[src/rtl/io_pad_arbiter_pkg.sv]
// State encodings and sizing helper shared by io_pad_arbiter and its sub-blocks.
package io_pad_arbiter_pkg;

  localparam logic [1:0] ST_IDLE  = 2'd0;
  localparam logic [1:0] ST_OWNED = 2'd1;
  localparam logic [1:0] ST_GUARD = 2'd2;

  // Index width that stays legal (>= 1 bit) for single-entry arbiters.
  function automatic int idx_width(input int n);
    return (n > 1) ? $clog2(n) : 1;
  endfunction

endpackage

[src/rtl/io_pad_arbiter_rr_pick.sv]
// rr_pick: combinational round-robin winner select. Scans from ptr upward with
// wraparound and reports the first requester found; reusable by other arbiters.
module rr_pick
  import io_pad_arbiter_pkg::*;
#(
  parameter int N  = 2,
  parameter int PW = idx_width(N)
) (
  input  logic [N-1:0]  req,
  input  logic [PW-1:0] ptr,
  output logic          valid,
  output logic [PW-1:0] winner
);

  always_comb begin
    valid  = |req;
    winner = '0;
    // Walk offsets from farthest to nearest so the nearest hit wins.
    for (int off = N - 1; off >= 0; off--) begin
      int s;
      s = int'(ptr) + off;
      if (s >= N) begin
        s = s - N;
      end
      if (req[s]) begin
        winner = PW'(s);
      end
    end
  end

endmodule

[src/rtl/io_pad_arbiter.sv]
// io_pad_arbiter: round-robin owner of one shared iCE40 pad's func_select, with guard
// cycles on IDLE_SELECT between owners. Optional hold timeout: IO_PAD_ARBITER_TIMEOUT_EN.
module io_pad_arbiter
  import io_pad_arbiter_pkg::*;
#(
  parameter int                            REQCOUNT     = 2,
  parameter int                            MUXWIDTH     = 2,
  parameter logic [REQCOUNT*MUXWIDTH-1:0]  SELECT_MAP   = {2'd3, 2'd2},
  parameter logic [MUXWIDTH-1:0]           IDLE_SELECT  = '0,
  parameter int                            GUARD_CYCLES = 2,
  parameter int                            HOLD_LIMIT   = 256
) (
  input  logic                clk,
  input  logic                rst_n,
  input  logic [REQCOUNT-1:0] req,
  output logic [REQCOUNT-1:0] grant,
  output logic [MUXWIDTH-1:0] func_select,
  output logic                busy,
  output logic                preempted
);

  localparam int PW         = idx_width(REQCOUNT);
  localparam int GW         = (GUARD_CYCLES > 1) ? $clog2(GUARD_CYCLES) : 1;
  localparam int GUARD_LOAD = (GUARD_CYCLES > 0) ? GUARD_CYCLES - 1 : 0;

  if (REQCOUNT < 1) begin : g_bad_reqcount
    $error("io_pad_arbiter: REQCOUNT must be >= 1");
  end
  if (MUXWIDTH < 1) begin : g_bad_muxwidth
    $error("io_pad_arbiter: MUXWIDTH must be >= 1");
  end
  if (GUARD_CYCLES < 0) begin : g_bad_guard
    $error("io_pad_arbiter: GUARD_CYCLES must be >= 0");
  end
  if (HOLD_LIMIT < 1) begin : g_bad_hold
    $error("io_pad_arbiter: HOLD_LIMIT must be >= 1");
  end

  logic [1:0]          state_reg, state_next;
  logic [PW-1:0]       ptr_reg, ptr_next;
  logic [PW-1:0]       owner_reg, owner_next;
  logic [GW-1:0]       guard_cnt_reg, guard_cnt_next;
  logic [REQCOUNT-1:0] grant_reg, grant_next;
  logic [MUXWIDTH-1:0] func_select_reg, func_select_next;

  logic [REQCOUNT-1:0] eligible;
  logic                pick_valid;
  logic [PW-1:0]       pick_idx;
  logic [REQCOUNT-1:0] pick_onehot;
  logic [MUXWIDTH-1:0] sel_table [REQCOUNT];
  logic                owner_req;
  logic                force_release;
  logic                release_now;

  genvar gi;
  generate
    for (gi = 0; gi < REQCOUNT; gi++) begin : g_req
      assign sel_table[gi]   = SELECT_MAP[gi*MUXWIDTH +: MUXWIDTH];
      assign pick_onehot[gi] = (pick_idx == PW'(gi));
    end
  endgenerate

  assign owner_req   = req[owner_reg];
  assign release_now = (state_reg == ST_OWNED) && (!owner_req || force_release);

  rr_pick #(
    .N  (REQCOUNT),
    .PW (PW)
  ) u_rr_pick (
    .req    (eligible),
    .ptr    (ptr_reg),
    .valid  (pick_valid),
    .winner (pick_idx)
  );

`ifdef IO_PAD_ARBITER_TIMEOUT_EN
  localparam int HW = $clog2(HOLD_LIMIT + 1);

  logic [HW-1:0]       hold_cnt_reg, hold_cnt_next;
  logic [REQCOUNT-1:0] blocked_reg, blocked_next;
  logic                preempted_reg;

  // A preempted requester stays masked until it has been seen with req low.
  assign force_release = (state_reg == ST_OWNED) && owner_req &&
                         (hold_cnt_reg == HW'(HOLD_LIMIT - 1));
  assign eligible      = req & ~blocked_reg;
  assign hold_cnt_next = ((state_reg == ST_OWNED) && !release_now) ?
                         hold_cnt_reg + 1'b1 : '0;

  generate
    for (gi = 0; gi < REQCOUNT; gi++) begin : g_block
      assign blocked_next[gi] = (blocked_reg[gi] & req[gi]) |
                                (force_release && (owner_reg == PW'(gi)));
    end
  endgenerate

  always_ff @(posedge clk or negedge rst_n) begin
    if (!rst_n) begin
      hold_cnt_reg  <= '0;
      blocked_reg   <= '0;
      preempted_reg <= 1'b0;
    end else begin
      hold_cnt_reg  <= hold_cnt_next;
      blocked_reg   <= blocked_next;
      preempted_reg <= force_release;
    end
  end

  assign preempted = preempted_reg;
`else
  assign force_release = 1'b0;
  assign eligible      = req;
  assign preempted     = 1'b0;
`endif

  always_comb begin
    state_next       = state_reg;
    ptr_next         = ptr_reg;
    owner_next       = owner_reg;
    guard_cnt_next   = guard_cnt_reg;
    grant_next       = grant_reg;
    func_select_next = func_select_reg;
    case (state_reg)
      ST_IDLE: begin
        if (pick_valid) begin
          state_next       = ST_OWNED;
          owner_next       = pick_idx;
          ptr_next         = (pick_idx == PW'(REQCOUNT - 1)) ? '0 : pick_idx + 1'b1;
          grant_next       = pick_onehot;
          func_select_next = sel_table[pick_idx];
        end
      end
      ST_OWNED: begin
        // Other requesters are ignored until the owner lets go.
        if (release_now) begin
          grant_next       = '0;
          func_select_next = IDLE_SELECT;
          if (GUARD_CYCLES > 0) begin
            state_next     = ST_GUARD;
            guard_cnt_next = GW'(GUARD_LOAD);
          end else begin
            state_next = ST_IDLE;
          end
        end
      end
      ST_GUARD: begin
        if (guard_cnt_reg == '0) begin
          state_next = ST_IDLE;
        end else begin
          guard_cnt_next = guard_cnt_reg - 1'b1;
        end
      end
      default: begin
        state_next       = ST_IDLE;
        grant_next       = '0;
        func_select_next = IDLE_SELECT;
      end
    endcase
  end

  always_ff @(posedge clk or negedge rst_n) begin
    if (!rst_n) begin
      state_reg       <= ST_IDLE;
      ptr_reg         <= '0;
      owner_reg       <= '0;
      guard_cnt_reg   <= '0;
      grant_reg       <= '0;
      func_select_reg <= IDLE_SELECT;
    end else begin
      state_reg       <= state_next;
      ptr_reg         <= ptr_next;
      owner_reg       <= owner_next;
      guard_cnt_reg   <= guard_cnt_next;
      grant_reg       <= grant_next;
      func_select_reg <= func_select_next;
    end
  end

  assign grant       = grant_reg;
  assign func_select = func_select_reg;
  assign busy        = (state_reg == ST_OWNED) || (state_reg == ST_GUARD);

endmodule

[config.mk]
export PLATFORM = sky130hd
export DESIGN_NAME = io_pad_arbiter
export DESIGN_NICKNAME = d
export VERILOG_FILES = /design/src/rtl/io_pad_arbiter_pkg.sv /design/src/rtl/io_pad_arbiter_rr_pick.sv /design/src/rtl/io_pad_arbiter.sv
export SDC_FILE = /design/constraint.sdc
export NUM_CORES = 1
export LEC_CHECK = 0
export CAP_MARGIN = 10
export CORE_AREA = 2 2 39 41
export CTS_CLUSTER_DIAMETER = 120
export DETAILED_ROUTE_END_ITERATION = 10
export DIE_AREA = 0 0 41 43
export GPL_TIMING_DRIVEN = 0
export PLACE_DENSITY = 0.63
export SETUP_SLACK_MARGIN = 0.2
export SKIP_CTS_REPAIR_TIMING = 1
export SKIP_LAST_GASP = 1
export SLEW_MARGIN = 10
export SYNTH_ARGS = -nofsm -noshare
export SYNTH_HDL_FRONTEND = slang
export SYNTH_SLANG_ARGS = --single-unit
[constraint.sdc]
create_clock -name clk -period 2.1 [get_ports clk]
set_clock_uncertainty 0.1 [all_clocks]
set_input_delay 0.42 -clock clk [delete_from_list [all_inputs] [get_ports clk]]
set_output_delay 0.42 -clock clk [all_outputs]
set_load 0.05 [all_outputs]
==> results.py <==
metrics = {
    "run_status": {
        "outcome": "completed",
    },
    "die": {
        "io-pin-count": 10,
        "rows": 14,
        "die_x_um": 41,
        "fp.coreArea_mm2": 0.00138,
        "start_util_pct": 34.4,
        "dieArea_mm2": 0.00176,
        "die_h_um": 43,
    },
    "detailed_routing": {
        "post-route-drc-count": 0,
        "via_count": 309,
        "detail-route-antenna-nets": 0,
        "drt-vias-per-instance": 4.75,
        "first_iter_violations": 2,
        "routed_wl_um": 804,
        "wire_per_inst_um": 12.4,
        "first_pass_iters": 2,
    },
    "power_and_ir_drop": {
        "ir_worst_vdd_uv": 618,
        "netSwitchingPower_uw": 467,
        "p_int_uw": 577,
        "share_comb_of_total_power_pct": 62.6,
        "sequentialPowerShare_pct": 26.3,
        "p_per_area_mw_per_mm2": 1650,
        "total_leakage_power_uw": 0.000366,
        "swShare_pct": 44.7,
        "clock_power_share_pct": 11.1,
    },
    "timing": {
        "fin_crit_sh_pct": 93.3,
        "post-route-min-period_ns": 1.96,
        "rsz0062_at_grt": "yes",
        "worst_rel_slew_slack_pct": 66.2,
        "drv_slew": 0,
        "final_setup_violation_count": 0,
        "timing.fmax_mhz": 511,
        "worst-slew-pin-transition_ns": 0.506,
        "finalHoldViolations": 0,
        "final.setup.tns_ns": 0,
        "whs_ns": 0.353,
        "postLayoutSetupSlackWorst_ns": 0.142,
    },
    "yosys": {
        "synth-compound-area-share_pct": 15.3,
        "yosys.area_share.xor_xnor_pct": 0,
        "yosys_register_bits": 8,
        "synth_top_cells_by_area": "sky130_fd_sc_hd__dfrtp_1 (42%), sky130_fd_sc_hd__ha_1 (13%), sky130_fd_sc_hd__mux2_1 (7.1%)",
        "mappedNetlistArea_um2": 475,
        "syn-num-nets": 47,
        "ys_warn_count": 0,
        "mean_instance_size_in_the_synthesized_netlist_um2": 12.5,
        "post_synthesis_sequential_area_ratio_pct": 42.1,
        "synth_fa_ha_area_share_pct": 13.2,
        "synth_top_family_by_area": "multiplexers",
        "post-synth-top-area-cell": "sky130_fd_sc_hd__dfrtp_1",
        "synthCells": 38,
        "synthDominantCellAreaShare_pct": 42.1,
        "post_synth_and_or_nand_nor_area_fraction_pct": 6.05,
        "synth.area.mux_share_pct": 17.1,
        "netlist-cell-type-count": 18,
    },
    "global_routing": {
        "first_pass_grt_wire_length_um": 1210,
        "vias_in_the_first_global_route": 283,
        "initial_antenna_violation_count": 0,
        "globalRoute.totalOverflow": 0,
        "gr-usage-all-layers_pct": 10.6,
        "pin_count_of_the_biggest_net_entering_global_routing": 9,
    },
    "cts": {
        "root_buffer_selected_by_cts": "sky130_fd_sc_hd__clkbuf_4",
        "numCtsBuffers": 3,
        "latest_clock_arrival_within_the_worst_skew_pair_ns": 0.25,
        "max-clock-path-buffers": 2,
        "worst_setup_hold_path_clk_slew_ns": 0.06,
        "cts_tree": "yes",
        "clkSinkCount": 8,
        "cts_max_level": 1,
    },
    "worst_setup_path": {
        "criticalPathCategory": "reg2out",
        "timing.critical_path.fanout_max": 4,
        "timing.critical_path.from_type": "flip-flop",
        "worst_ep_arrival_time_ns": 1.44,
        "required_time_of_the_worst_setup_path_ns": 1.58,
        "timing.critical_path.to_type": "output port",
    },
    "placed_design": {
        "dpl.hpwl_um": 587,
        "place_ws_ns": -0.117,
        "io_buffers": 8,
        "gp_congestion": 0.654,
    },
    "finish": {
        "final_layout_size_suffix_gt1_share_pct": 22.4,
        "finalNetCount": 60,
        "area_growth_pct": 33.2,
        "post-route-util_pct": 45.8,
        "n_antenna_cell": 0,
    },
    "flow_run": {
        "max-cap-violations": 0,
    },
    "hold_path": {
        "worstHoldPathType": "in2async",
    },
}
-- synthesized netlist by cell type, drive strengths merged --
cell type and instances:
mux2i 1, nand2b 1, ha 5, dfrtp 8, nor3b 1, buf 2
a21oi 2, inv 3, a221oi 1, and3 1, a21boi 2, mux2 6
a31oi 2, conb 1, a211oi 1, nand2 1
-- worst paths after layout --
kind | depth (start not counted) | to | startpoint | slack (ns)
worst max register to register | 5 | func_select[1] | state_reg[0] | 0.25
max in group asynchronous | 1 | state_reg[0] | rst_n | 1.26
worst max-delay path | 3 | busy | state_reg[0] | 0.14
worst min-delay path | 1 | ptr_reg | rst_n | 0.35
min in group clk | 1 | grant[0] | grant[0] | 0.38
worst min register to register | 1 | grant[0] | grant[0] | 0.38
-- area by class of cell --
| class | count | area [µm²] |
|---|---|---|
| repair buffers | 8 | 97.6 |
| flip-flops and latches | 8 | 200 |
| well taps | 16 | 20.0 |
| multi-input cells | 25 | 267 |
| inverters | 3 | 11.3 |
| fillers | 138 | 751 |
| clock buffers | 3 | 22.5 |
| plain buffers | 2 | 15.0 |
-- worst max-delay path: stages (launching register included) --
cell and delay, ns:
sky130_fd_sc_hd__dfrtp_1 0.39, sky130_fd_sc_hd__inv_1 0.10, sky130_fd_sc_hd__ha_1 0.30, sky130_fd_sc_hd__dlymetal6s2s_1 0.41
-- power by group through the flow --
stage | Combinational [µW] | Clock [µW] | Sequential (µW)
floorplan | 412 | 0 | 346
global placement | 630 | 0 | 273
detailed placement | 629 | 0 | 276
CTS | 634 | 122 | 274
global route | 702 | 136 | 284
finish | 653 | 116 | 274
-- stage by stage --
| step | cell area, µm² | power [µW] | std cells |
|---|---|---|---|
| after global placement | 576 | 903 | 62 |
| after CTS | 598 | 1030 | 65 |
| after floorplan | 475 | 759 | 38 |
| after global routing | 633 | 1120 | 65 |
| final | 633 | 1040 | 65 |
| after detailed placement | 576 | 905 | 62 |
-- logic make-up (layout without fill, tap and decap cells) --
family          count (synthesis)  after routing
other cells                     1              1
flops                           8              8
buf+inv                         5             16
simple gates                    4              4
compound gates                  8              8
mux                             7              7
fa+ha+maj                       5              5
-- cell usage in the layout, fill, tap and decap left out, drive strengths merged --
| cell type | n |
|---|---|
| nand2b | 1 |
| clkdlybuf4s50 | 1 |
| a31oi | 2 |
| buf | 2 |
| clkbuf | 3 |
| nor3b | 1 |
| a21oi | 2 |
| dlymetal6s2s | 7 |
| nand2 | 1 |
| conb | 1 |
| ha | 5 |
| dfrtp | 8 |
| a211oi | 1 |
| and3 | 1 |
| a221oi | 1 |
| mux2 | 6 |
| inv | 3 |
| mux2i | 1 |
| a21boi | 2 |
-- per-layer routing --
metal / share of wire, % / global-route usage, % / up-vias
li1: - / - / 155
met1: 50 / 12.8 / 148
met2: 46 / 14.1 / 6
met3: 4.4 / 7.85 / 0
met4: 0 / 4.00 / 0
met5: 0 / 0 / -
Note: power is estimated with default switching activity, not from simulation.
